--- config.mk ---
export PLATFORM = sky130hd
export DESIGN_NAME = inst_fetch_queue
export DESIGN_NICKNAME = d
export VERILOG_FILES = /design/src/rtl/inst_fetch_queue_pkg.sv /design/src/rtl/fetch_fifo.sv /design/src/rtl/inst_fetch_queue.sv
export SDC_FILE = /design/constraint.sdc
export NUM_CORES = 1
export LEC_CHECK = 0
export CAP_MARGIN = 20
export CORE_MARGIN = 10
export CORE_UTILIZATION = 30
export CTS_CLUSTER_DIAMETER = 200
export CTS_CLUSTER_SIZE = 10
export DETAILED_ROUTE_END_ITERATION = 8
export PLACE_DENSITY = 0.49
export SYNTH_ARGS = -nofsm -noshare
export SYNTH_HDL_FRONTEND = slang
export SYNTH_SLANG_ARGS = --single-unit
--- constraint.sdc ---
create_clock -name clk -period 3.8 [get_ports clk]
set_input_delay 0.76 -clock clk [delete_from_list [all_inputs] [get_ports clk]]
set_output_delay 0.76 -clock clk [all_outputs]
set_load 0.05 [all_outputs]
--- src/rtl/inst_fetch_queue_pkg.sv ---
// Shared definitions for the instruction-fetch front end.
package inst_fetch_queue_pkg;

  localparam logic [31:0] RESET_PC_DEFAULT = 32'hBFC0_0000;
  localparam logic [31:0] NOP_WORD         = 32'h0000_0000;
  localparam int unsigned PC_STEP_DEFAULT  = 4;

  // One decoded-side queue entry: fetched word, its PC and address-error flag.
  typedef struct packed {
    logic [31:0] pc;
    logic [31:0] instr;
    logic        adel;
  } entry_t;

endpackage

--- src/rtl/fetch_fifo.sv ---
// Generic synchronous FIFO with push/pop/flush and an occupancy count.
// Flush has priority over push and pop; push while full is ignored unless popping.
module fetch_fifo
  import inst_fetch_queue_pkg::*;
#(
  parameter  int unsigned WIDTH = 32,
  parameter  int unsigned DEPTH = 4,
  localparam int unsigned CW    = $clog2(DEPTH) + 1
) (
  input  logic             clk,
  input  logic             resetn,
  input  logic             flush,
  input  logic             push,
  input  logic [WIDTH-1:0] wdata,
  input  logic             pop,
  output logic [WIDTH-1:0] rdata,
  output logic [CW-1:0]    count
);

  localparam int unsigned PW = $clog2(DEPTH);

  logic [WIDTH-1:0] mem_q [DEPTH];
  logic [PW-1:0]    wr_ptr_q, wr_ptr_d;
  logic [PW-1:0]    rd_ptr_q, rd_ptr_d;
  logic [CW-1:0]    count_q, count_d;
  logic             do_push, do_pop;

  // Qualify push/pop against flush and occupancy, then advance pointers and count.
  always_comb begin
    do_pop   = pop && !flush && (count_q != '0);
    do_push  = push && !flush && ((count_q != CW'(DEPTH)) || do_pop);
    wr_ptr_d = wr_ptr_q;
    rd_ptr_d = rd_ptr_q;
    count_d  = count_q;
    if (flush) begin
      wr_ptr_d = '0;
      rd_ptr_d = '0;
      count_d  = '0;
    end else begin
      if (do_push) wr_ptr_d = wr_ptr_q + PW'(1);
      if (do_pop)  rd_ptr_d = rd_ptr_q + PW'(1);
      if (do_push && !do_pop) count_d = count_q + CW'(1);
      if (!do_push && do_pop) count_d = count_q - CW'(1);
    end
  end

  // Pointer and count state.
  always_ff @(posedge clk or negedge resetn) begin
    if (!resetn) begin
      wr_ptr_q <= '0;
      rd_ptr_q <= '0;
      count_q  <= '0;
    end else begin
      wr_ptr_q <= wr_ptr_d;
      rd_ptr_q <= rd_ptr_d;
      count_q  <= count_d;
    end
  end

  // Storage array; contents are don't-care until counted valid.
  always_ff @(posedge clk) begin
    if (do_push) mem_q[wr_ptr_q] <= wdata;
  end

  assign rdata = mem_q[rd_ptr_q];
  assign count = count_q;

endmodule

--- src/rtl/inst_fetch_queue.sv ---
// Instruction-fetch front end: owns the fetch PC, issues requests on an
// SRAM-like port and queues returned words with their PCs for decode.
// Optional feature macro: FETCH_ADEL_CHECK_EN (misaligned-PC address error entries).
module inst_fetch_queue
  import inst_fetch_queue_pkg::*;
#(
  parameter logic [31:0] RESET_PC = RESET_PC_DEFAULT,
  parameter int unsigned QDEPTH   = 4,
  parameter int unsigned PC_STEP  = PC_STEP_DEFAULT
) (
  input  logic        clk,
  input  logic        resetn,
  output logic        inst_req,
  output logic [31:0] inst_addr,
  input  logic        inst_addr_ok,
  input  logic [31:0] inst_rdata,
  input  logic        inst_data_ok,
  input  logic        redirect_valid,
  input  logic [31:0] redirect_pc,
  output logic        out_valid,
  output logic [31:0] out_instr,
  output logic [31:0] out_pc,
  input  logic        out_ready
`ifdef FETCH_ADEL_CHECK_EN
  ,
  output logic        out_adel
`endif
);

  localparam int unsigned CW = $clog2(QDEPTH) + 1;

  logic [31:0]   pc_q, pc_d;
  logic          run_q;
  logic [CW-1:0] outstanding_q, outstanding_d;
  logic [CW-1:0] discard_q, discard_d;
  logic [CW-1:0] q_count;
  logic [CW-1:0] unused_pend_count;
  logic [31:0]   pend_pc;
  logic          credit, fetch_en, accept, resp, resp_keep;
  logic          q_push, q_pop;
  entry_t        q_wentry, head_entry;

  // Discarded responses still hold credit until they return.
  assign credit = ({1'b0, q_count} + {1'b0, outstanding_q}) < (CW + 1)'(QDEPTH);

`ifdef FETCH_ADEL_CHECK_EN
  logic misaligned, adel_push, adel_stall_q, adel_stall_d;

  assign misaligned = (pc_q[1:0] != 2'b00);
  assign fetch_en   = !misaligned && !adel_stall_q;
  assign adel_push  = run_q && misaligned && !adel_stall_q && credit && !redirect_valid;

  // Once the error entry is queued, fetch stays parked until a redirect.
  always_comb begin
    adel_stall_d = adel_stall_q;
    if (redirect_valid) adel_stall_d = 1'b0;
    else if (adel_push) adel_stall_d = 1'b1;
  end

  // Address-error stall flag.
  always_ff @(posedge clk or negedge resetn) begin
    if (!resetn) adel_stall_q <= 1'b0;
    else         adel_stall_q <= adel_stall_d;
  end

  // Real responses and the error entry never coincide: a misaligned PC only
  // follows a redirect, so every response in flight is being discarded.
  always_comb begin
    q_wentry = '{pc: pend_pc, instr: inst_rdata, adel: 1'b0};
    if (!resp_keep) q_wentry = '{pc: pc_q, instr: NOP_WORD, adel: 1'b1};
  end

  assign q_push   = resp_keep || adel_push;
  assign out_adel = out_valid && head_entry.adel;
`else
  logic unused_head_adel;

  assign fetch_en         = 1'b1;
  assign q_wentry         = '{pc: pend_pc, instr: inst_rdata, adel: 1'b0};
  assign q_push           = resp_keep;
  assign unused_head_adel = head_entry.adel;
`endif

  assign inst_addr = pc_q;
  assign inst_req  = run_q && credit && fetch_en;
  assign accept    = inst_req && inst_addr_ok;
  assign resp      = inst_data_ok && (outstanding_q != '0);
  // A response is kept only when nothing is pending discard and no redirect flushes it.
  assign resp_keep = resp && (discard_q == '0) && !redirect_valid;
  assign q_pop     = out_valid && out_ready;

  // Next PC, outstanding and discard counts; redirect overrides the step.
  always_comb begin
    pc_d          = pc_q;
    outstanding_d = outstanding_q;
    discard_d     = discard_q;
    if (accept && !resp) outstanding_d = outstanding_q + CW'(1);
    if (!accept && resp) outstanding_d = outstanding_q - CW'(1);
    if (redirect_valid) begin
      pc_d      = redirect_pc;
      discard_d = outstanding_d;
    end else begin
      if (accept) pc_d = pc_q + 32'(PC_STEP);
      if (resp && (discard_q != '0)) discard_d = discard_q - CW'(1);
    end
  end

  // Fetch control state; run_q delays the first request to the cycle after reset.
  always_ff @(posedge clk or negedge resetn) begin
    if (!resetn) begin
      pc_q          <= RESET_PC;
      run_q         <= 1'b0;
      outstanding_q <= '0;
      discard_q     <= '0;
    end else begin
      pc_q          <= pc_d;
      run_q         <= 1'b1;
      outstanding_q <= outstanding_d;
      discard_q     <= discard_d;
    end
  end

  fetch_fifo #(
    .WIDTH (32),
    .DEPTH (QDEPTH)
  ) u_pend_fifo (
    .clk    (clk),
    .resetn (resetn),
    .flush  (redirect_valid),
    .push   (accept),
    .wdata  (pc_q),
    .pop    (resp_keep),
    .rdata  (pend_pc),
    .count  (unused_pend_count)
  );

  fetch_fifo #(
    .WIDTH ($bits(entry_t)),
    .DEPTH (QDEPTH)
  ) u_inst_queue (
    .clk    (clk),
    .resetn (resetn),
    .flush  (redirect_valid),
    .push   (q_push),
    .wdata  (q_wentry),
    .pop    (q_pop),
    .rdata  (head_entry),
    .count  (q_count)
  );

  assign out_valid = (q_count != '0);
  assign out_instr = out_valid ? head_entry.instr : 32'h0;
  assign out_pc    = out_valid ? head_entry.pc : 32'h0;

endmodule

==> insert_results.sql, run 1 <==
INSERT INTO impl_metrics (metric_group, metric, value, unit) VALUES
('finish', 'mostFrequentLayoutCell', 'sky130_fd_sc_hd__edfxtp_1', ''),
('worst_setup_path', 'path_buf_inv', '2', ''),
('floorplanning', 'floorplan.initialDensity', '0.302', ''),
('synth', 'synth_area', '0.0177', 'sq mm'),
('cts', 'cts_tree', 'done', ''),
('cts', 'clock_path_buffers', '3', ''),
('timing', 'clock_skew', '16.9', 'ps'),
('drt', 'post_drt_wl_per_cell', '22.2', 'um'),
('synth', 'yosysSeqAreaShare', '0.725', ''),
('status', 'run_status', 'finished, final reports clean', ''),
('floorplanning', 'io_pins', '168', ''),
('global_route', 'grt_pass1_wl', '66.6', 'mm'),
('global_route', 'antenna_found_initial', '0', ''),
('global_route', 'grt.overflow.total', '0', ''),
('global_route', 'gr-usage-all-layers', '0.125', ''),
('worst_setup_path', 'worstReg2RegStart', 'outstanding_q[0]$_DFF_PN0_', ''),
('cts', 'clock_sink_count', '437', ''),
('timing', 'timing_max_transition_violations_final', '0', ''),
('finish', 'diodes', '0', ''),
('drt', 'ant_nets', '0', ''),
('cts', 'cts_root_buf', 'sky130_fd_sc_hd__clkbuf_16', ''),
('worst_setup_path', 'timing.critical_path.from_type', 'flop', ''),
('floorplanning', 'fp.dieW', '263', 'um'),
('synth', 'netlist-cell-type-count', '55', ''),
('timing', 'slew-limit-headroom', '0.424', ''),
('worst_setup_path', 'cp_cell_sequence', 'buf_12 -> mux4_2 -> and2_1 -> clkdlybuf4s50_1', ''),
('drt', 'post_detailed_route_drc_marker_count', '0', ''),
('global_route', 'grt_start_max_net_pins', '53', ''),
('worst_hold_path', 'min_path_type', 'in -> async', ''),
('timing', 'worst_max_slew_pin_slew', '863', 'ps'),
('power_and_ir_drop', 'relative_contribution_of_the_clock_network_to_total_power', '0.338', ''),
('worst_setup_path', 'rrSetupSlack', '710', 'ps'),
('finish', 'area_delta_synth_final', '24.4', '%'),
('timing', 'hold_violations', '0', ''),
('drt', 'via_count', '9503', ''),
('power_and_ir_drop', 'power_switching', '3630', 'uW'),
('worst_setup_path', 'critPathRequiredTime', '3040', 'ps'),
('drt', 'detailedRoute.firstIterationViolations', '523', ''),
('synth', 'mapped_nets', '1051', ''),
('power_and_ir_drop', 'combPwrFrac', '0.211', ''),
('power_and_ir_drop', 'cell_internal_pwr', '8830', 'uW'),
('floorplanning', 'floorplan.rows', '89', ''),
('synth', 'post_synth.cell_area_avg', '18.4', 'sq um'),
('worst_setup_path', 'r2r_cell_count', '10', ''),
('worst_setup_path', 'critical_path.reg2reg.endpoint', 'u_pend_fifo.count[1]$_DFFE_PN0P_', ''),
('synth', 'top_reg_cell_synth', 'sky130_fd_sc_hd__edfxtp_1', ''),
('worst_setup_path', 'cp_slowest_stage_delay', '710', 'ps'),
('power_and_ir_drop', 'powerDensity', '565', 'mW/mm^2'),
('cts', 'ctsHoldBuffers', '0', ''),
('power_and_ir_drop', 'seq_power_share', '0.451', ''),
('timing', 'setup-violations-final', '0', ''),
('global_route', 'grt_pass1_vias', '10100', ''),
('worst_setup_path', 'cp_max_fo', '18', ''),
('synth', 'syn_inst', '963', ''),
('worst_setup_path', 'worst_ep_arrival_time', '2900', 'ps'),
('synth', 'synth_enable_flop_cells', '384', ''),
('cts', 'clkLatencyLatePin', '580', 'ps'),
('worst_setup_path', 'critical_path_class', 'reg -> out', ''),
('floorplanning', 'die_y', '263', 'um'),
('finish', 'post_route_cells_drive_above_1_share', '0.188', ''),
('timing', 'timing.fmax', '0.273', 'GHz'),
('job', 'drv_cap', '0', ''),
('timing', 'grt_setup_unrepaired', 'false', ''),
('synth', 'synthesis.yosys.warnings', '0', ''),
('drt', 'wirelength_routed', '43.8', 'mm'),
('timing', 'postLayoutSetupSlackWorst', '140', 'ps'),
('worst_setup_path', 'crit_family', 'buffers and inverters', ''),
('floorplanning', 'core_region_area', '0.0588', 'sq mm'),
('finish', 'layout.filler_cells', '5527', ''),
('timing', 'shortest_clock_period_the_worst_path_allows_after_layout', '3660', 'ps'),
('power_and_ir_drop', 'power.leakage', '0.00750', 'uW');
power groups by stage:
stage,logic (uW),registers (uW),clock network [uW]
after floorplan,1660,5740,0
after global placement,2730,5710,0
after detailed placement,2730,5720,0
after CTS,2710,5620,4370
after global routing,2840,5640,4560
final,2630,5610,4220
state kept, by name, indices dropped and copies added, names as in the netlist, 3 cells and up:
register / flops
discard_q: 3
u_pend_fifo.mem_q: 128
inst_addr: 32
u_pend_fifo.count: 3
u_inst_queue.mem_q: 256
u_inst_queue.count: 3
outstanding_q: 3
worst max path at each step:
stage	start	endpoint	slack [ps]	cells past startpoint
after floorplan	outstanding_q[0]$_DFF_PN0_	u_inst_queue.mem_q[1][0]$_DFFE_PP_	20	7
after global placement	inst_data_ok	u_pend_fifo.count[1]$_DFFE_PN0P_	510	8
after detailed placement	inst_data_ok	u_inst_queue.count[2]$_DFFE_PN0P_	450	8
after CTS	u_inst_queue.rd_ptr_q[0]$_DFFE_PN0P_	out_instr[28]	0.5	4
after global routing	u_inst_queue.rd_ptr_q[0]$_DFFE_PN0P_	out_pc[16]	0.2	4
final	u_inst_queue.rd_ptr_q[0]$_DFFE_PN0P_	out_pc[16]	140	4
layout make-up:
cell class / instances / area [sq um] / share of cell area
inverter: 23 / 86.3 / 0.00391
sequential: 437 / 12900 / 0.584
clock inverter: 3 / 45.0 / 0.00204
multi-input combinational: 446 / 4570 / 0.207
clock buffer: 79 / 1340 / 0.0607
tap: 773 / 967 / 0.0438
timing repair buffer: 207 / 2180 / 0.0986
layer usage:
layer  part of all wire  wire length, um  GRT usage  up-vias
met2               0.48            21000      0.202      196
li1                   -                -          -     4254
met3              0.041             1810     0.0291       53
met1               0.46            20300      0.167     5000
met4              0.015              670     0.0264        0
met5                  0                0          0        -
repair_timing:
item,4_1_cts,5_1_grt
gates cloned,0,0
gates resized for setup,15,25
setup buffers,0,0
endpoints found under the hold margin,0,0
setup endpoints to repair,15,39
through the flow:
step	instances	instance area (sq um)	utilization	hold slack, ps
2_1_floorplan	963	17700	-	464
3_3_place_gp	1886	20600	0.351	530
3_5_place_dp	1886	20600	0.351	548
4_1_cts	1968	22000	0.374	96.1
5_1_grt	1968	22100	0.375	109
6_report	1968	22100	0.375	110
Yosys cell counts (all sizes together), types with 6 or more instances:
| library cell | number | share of area |
|---|---|---|
| nor4 | 6 | 0.0021 |
| or4 | 21 | 0.0089 |
| buf | 16 | 0.0046 |
| clkbuf | 41 | 0.0087 |
| and2 | 78 | 0.028 |
| nand4 | 14 | 0.0049 |
| mux2 | 9 | 0.0057 |
| edfxtp | 384 | 0.65 |
| nand3 | 20 | 0.0056 |
| dfstp | 9 | 0.013 |
| a31oi | 20 | 0.0071 |
| inv | 23 | 0.0049 |
| xnor2 | 9 | 0.0044 |
| xor2 | 6 | 0.0030 |
| ha | 16 | 0.011 |
| and3 | 6 | 0.0021 |
| o21ai | 12 | 0.0034 |
| mux2i | 10 | 0.0056 |
| mux4 | 96 | 0.12 |
| dfrtp | 44 | 0.062 |
| o31ai | 18 | 0.0076 |
| nand2 | 26 | 0.0055 |
| nor2 | 29 | 0.0061 |
kinds of logic after synthesis:
group                      count (synthesis)  share of synthesized area
DFF                                      437                      0.725
and+or+nand+nor                          224                     0.0735
muxes                                    115                      0.133
buffers and inverters                     80                     0.0181
AOI/OAI and AO/OA                         73                     0.0285
adders and majority gates                 18                     0.0135
xor gates and xnor gates                  15                    0.00741
other                                      1                   0.000211
(Power assumes the default switching activity.)
==> run 2: changes to the inputs <==
Settings changed: ABC_CLOCK_PERIOD_IN_PS set to 3800, CELL_PAD_IN_SITES_DETAIL_PLACEMENT set to 2, CELL_PAD_IN_SITES_GLOBAL_PLACEMENT set to 2, DONT_BUFFER_PORTS set to 1, PLACE_DENSITY 0.49 to 0.56.
==> run 2 against run 1 <==
  * Clock power is 2% higher
  * Register-to-register slack better by 30 ps
  * Sequential share of layout area grew 4.8 points
  * Worst hold slack lost 71 ps
  * Utilization is 2.9 points lower
  * Global-route usage grew 0.91 points
  * Maximum frequency grew 7.8%
  * Via count shrank 4.9%
  * Critical path depth decreased by 1
==> insert_results.sql, run 2 (synthesized netlist as in run 1, its figures left out) <==
INSERT INTO impl_metrics (metric_group, metric, value, unit) VALUES
('power_and_ir_drop', 'cell_internal_pwr', '8490', 'uW'),
('finish', 'most-common-layout-cells', '384 x sky130_fd_sc_hd__edfxtp_1, 96 x sky130_fd_sc_hd__mux4_2, 74 x sky130_fd_sc_hd__and2_1', ''),
('global_route', 'grt.overflow.total', '0', ''),
('timing', 'fin_worst_hold_slack', '38.4', 'ps'),
('cts', 'cts_root_buf', 'sky130_fd_sc_hd__clkbuf_16', ''),
('global_route', 'antenna_found_initial', '1', ''),
('drt', 'vias_per_cell', '5.00', ''),
('timing', 'timing.setup.tns', '0', 'ps'),
('floorplanning', 'io_pins', '168', ''),
('worst_hold_path', 'min_path_type', 'in -> async', ''),
('timing', 'setup-violations-final', '0', ''),
('finish', 'register_area', '0.0129', 'sq mm'),
('global_route', 'grt_start_max_net_pins', '67', ''),
('drt', 'ant_nets', '0', ''),
('drt', 'via_count', '9042', ''),
('floorplanning', 'floorplan.initialDensity', '0.302', ''),
('timing', 'shortest_clock_period_the_worst_path_allows_after_layout', '3400', 'ps'),
('drt', 'detailedRoute.firstIterationViolations', '490', ''),
('cts', 'cts.reportedPaths.clkPinSlew', '60', 'ps'),
('placed_design', 'postPlaceCellArea', '0.0189', 'sq mm'),
('status', 'run_status', 'finished, final reports clean', ''),
('placed_design', 'post-dp-hpwl', '30.4', 'mm'),
('timing', 'clock_skew', '24.5', 'ps'),
('global_route', 'grt_pass1_wl', '70.8', 'mm'),
('worst_setup_path', 'critical_path_class', 'reg -> out', ''),
('timing', 'layout_worst_path_cycle_share', '0.894', ''),
('global_route', 'grt_pass1_vias', '10400', ''),
('drt', 'detailroute.wirelength.met2', '23.3', 'mm'),
('finish', 'multi_input_comb_area', '0.00457', 'sq mm'),
('worst_setup_path', 'timing.critical_path.to_type', 'primary output', ''),
('cts', 'clock_path_buffers', '3', ''),
('power_and_ir_drop', 'power_switching', '3590', 'uW'),
('floorplanning', 'floorplan.rows', '89', ''),
('cts', 'post_cts_setup_driven_buffer_insertion_count', '0', ''),
('placed_design', 'place_congestion', '0.741', ''),
('finish', 'post_route_cells_drive_above_1_share', '0.221', ''),
('floorplanning', 'core_region_area', '0.0588', 'sq mm'),
('power_and_ir_drop', 'power.leakage', '0.00641', 'uW'),
('drt', 'detail_route.first_pass.iterations', '5', ''),
('cts', 'clkLatencyLatePin', '590', 'ps'),
('drt', 'wirelength_routed', '46.4', 'mm'),
('power_and_ir_drop', 'max-vdd-ir-drop', '0.266', 'mV'),
('timing', 'grt_setup_unrepaired', 'false', ''),
('finish', 'nets', '1091', ''),
('drt', 'post_drt_wl_per_cell', '25.6', 'um'),
('timing', 'hold_violations', '0', ''),
('timing', 'timing_max_transition_violations_final', '0', ''),
('finish', 'layout.filler_cells', '5789', ''),
('cts', 'cts-buffers-inserted', '49', ''),
('drt', 'route.layer.met1.wl', '19.3', 'mm'),
('drt', 'wl_met3', '2.98', 'mm'),
('timing', 'slew-limit-headroom', '0.368', ''),
('worst_setup_path', 'critPathRequiredTime', '3040', 'ps'),
('finish', 'area_delta_synth_final', '14.9', '%'),
('cts', 'cts_tree', 'done', ''),
('worst_setup_path', 'timing.critical_path.from_type', 'flop', ''),
('placed_design', 'place.port_buffers', '0', ''),
('job', 'drv_cap', '0', ''),
('floorplanning', 'fp.dieW', '263', 'um'),
('cts', 'ctsHoldBuffers', '1', ''),
('power_and_ir_drop', 'relative_contribution_of_the_clock_network_to_total_power', '0.355', ''),
('finish', 'final_cell_area', '0.0204', 'sq mm'),
('cts', 'ctsResizeCount', '0', ''),
('floorplanning', 'floorplan.die_area', '0.0693', 'sq mm'),
('drt', 'topRoutingLayerUsed', 'met4', ''),
('timing', 'worst_max_slew_pin_slew', '946', 'ps'),
('floorplanning', 'die_y', '263', 'um'),
('finish', 'regMostFlops', 'u_inst_queue.mem_q', ''),
('timing', 'postLayoutSetupSlackWorst', '404', 'ps'),
('finish', 'number_of_flip_flops_under_the_largest_register_name', '256', ''),
('worst_setup_path', 'cp_slowest_stage_delay', '770', 'ps'),
('worst_setup_path', 'cp_cell_sequence', 'buf_4 -> mux4_2 -> and2_1', ''),
('cts', 'h-tree-depth', '2', ''),
('power_and_ir_drop', 'powerDensity', '593', 'mW/mm^2'),
('finish', 'mostFrequentLayoutCell', 'sky130_fd_sc_hd__edfxtp_1', ''),
('power_and_ir_drop', 'seq_power_share', '0.470', ''),
('timing', 'timing.fmax', '0.294', 'GHz'),
('worst_setup_path', 'worst_ep_arrival_time', '2640', 'ps'),
('power_and_ir_drop', 'combPwrFrac', '0.175', ''),
('power_and_ir_drop', 'power.switching_fraction', '0.297', ''),
('cts', 'clock_sink_count', '437', ''),
('worst_setup_path', 'cp_max_fo', '22', ''),
('drt', 'post_detailed_route_drc_marker_count', '0', ''),
('worst_setup_path', 'critPathSlowestCell', 'sky130_fd_sc_hd__dfrtp_4', ''),
('global_route', 'gr-usage-all-layers', '0.134', ''),
('placed_design', 'pre_cts_slack', '737', 'ps');
==> run 2: cell count changes in the layout (fill, tap and decap cells not counted), sizes merged <==
cell / delta
dlygate4sd2: -15
buf: +3
dlymetal6s2s: -24
clkdlybuf4s50: -125
inv: -1
clkbuf: +1
diode: +1
clkinv: +1
==> run 2: layout make-up <==
class                      instances  area share
multi-input combinational        446       0.224
timing repair buffer              46      0.0235
inverter                          23     0.00424
sequential                       437       0.632
clock inverter                     3     0.00203
antenna                            1    0.000123
tap                              773      0.0475
clock buffer                      80      0.0669
==> run 2: path summary, 6_finish.rpt <==
check | slack [ps] | end | cells past startpoint | start
setup / recovery | 400 | out_pc[18] | 3 | u_inst_queue.rd_ptr_q[0]$_DFFE_PN0P_
hold / removal | 40 | inst_addr[13]$_DFFE_PN0N_ | 1 | resetn
setup reg to reg | 740 | u_pend_fifo.count[1]$_DFFE_PN0P_ | 11 | outstanding_q[0]$_DFF_PN0_
hold reg to reg | 570 | u_pend_fifo.wr_ptr_q[0]$_DFFE_PN0P_ | 1 | u_pend_fifo.wr_ptr_q[0]$_DFFE_PN0P_
max in group asynchronous | 3440 | inst_addr[28]$_DFFE_PN1N_ | 1 | resetn
min in group clk | 260 | u_inst_queue.rd_ptr_q[0]$_DFFE_PN0P_ | 1 | redirect_valid
==> run 2: worst max-delay path, delay by kind of cell (launching register included) <==
kind                   cells  cell delay, ps
flip-flops                 1             770
buffers and inverters      1             360
AND/OR/NAND/NOR            1             350
multiplexers               1             550
==> run 2: per-stage QoR <==
step                power [uW]  instances  utilization
floorplan                 7400        963            -
global placement          7900       1724        0.322
detailed placement        7960       1724        0.322
CTS                      12300       1808        0.347
global route             12600       1808        0.347
finish                   12100       1809        0.347
==> run 2: per-layer routing <==
metal  track usage  up-vias
li1              -     3932
met1         0.162     4862
met2         0.230      199
met3        0.0405       49
met4        0.0317        0
met5             0        -
==> run 2: power groups by stage <==
| stage | logic (uW) | clock network (uW) | registers, uW |
|---|---|---|---|
| 2_1_floorplan | 1660 | 0 | 5740 |
| 3_3_place_gp | 2130 | 0 | 5770 |
| 3_5_place_dp | 2170 | 0 | 5790 |
| 4_1_cts | 2200 | 4450 | 5690 |
| 5_1_grt | 2300 | 4620 | 5710 |
| 6_report | 2120 | 4290 | 5680 |
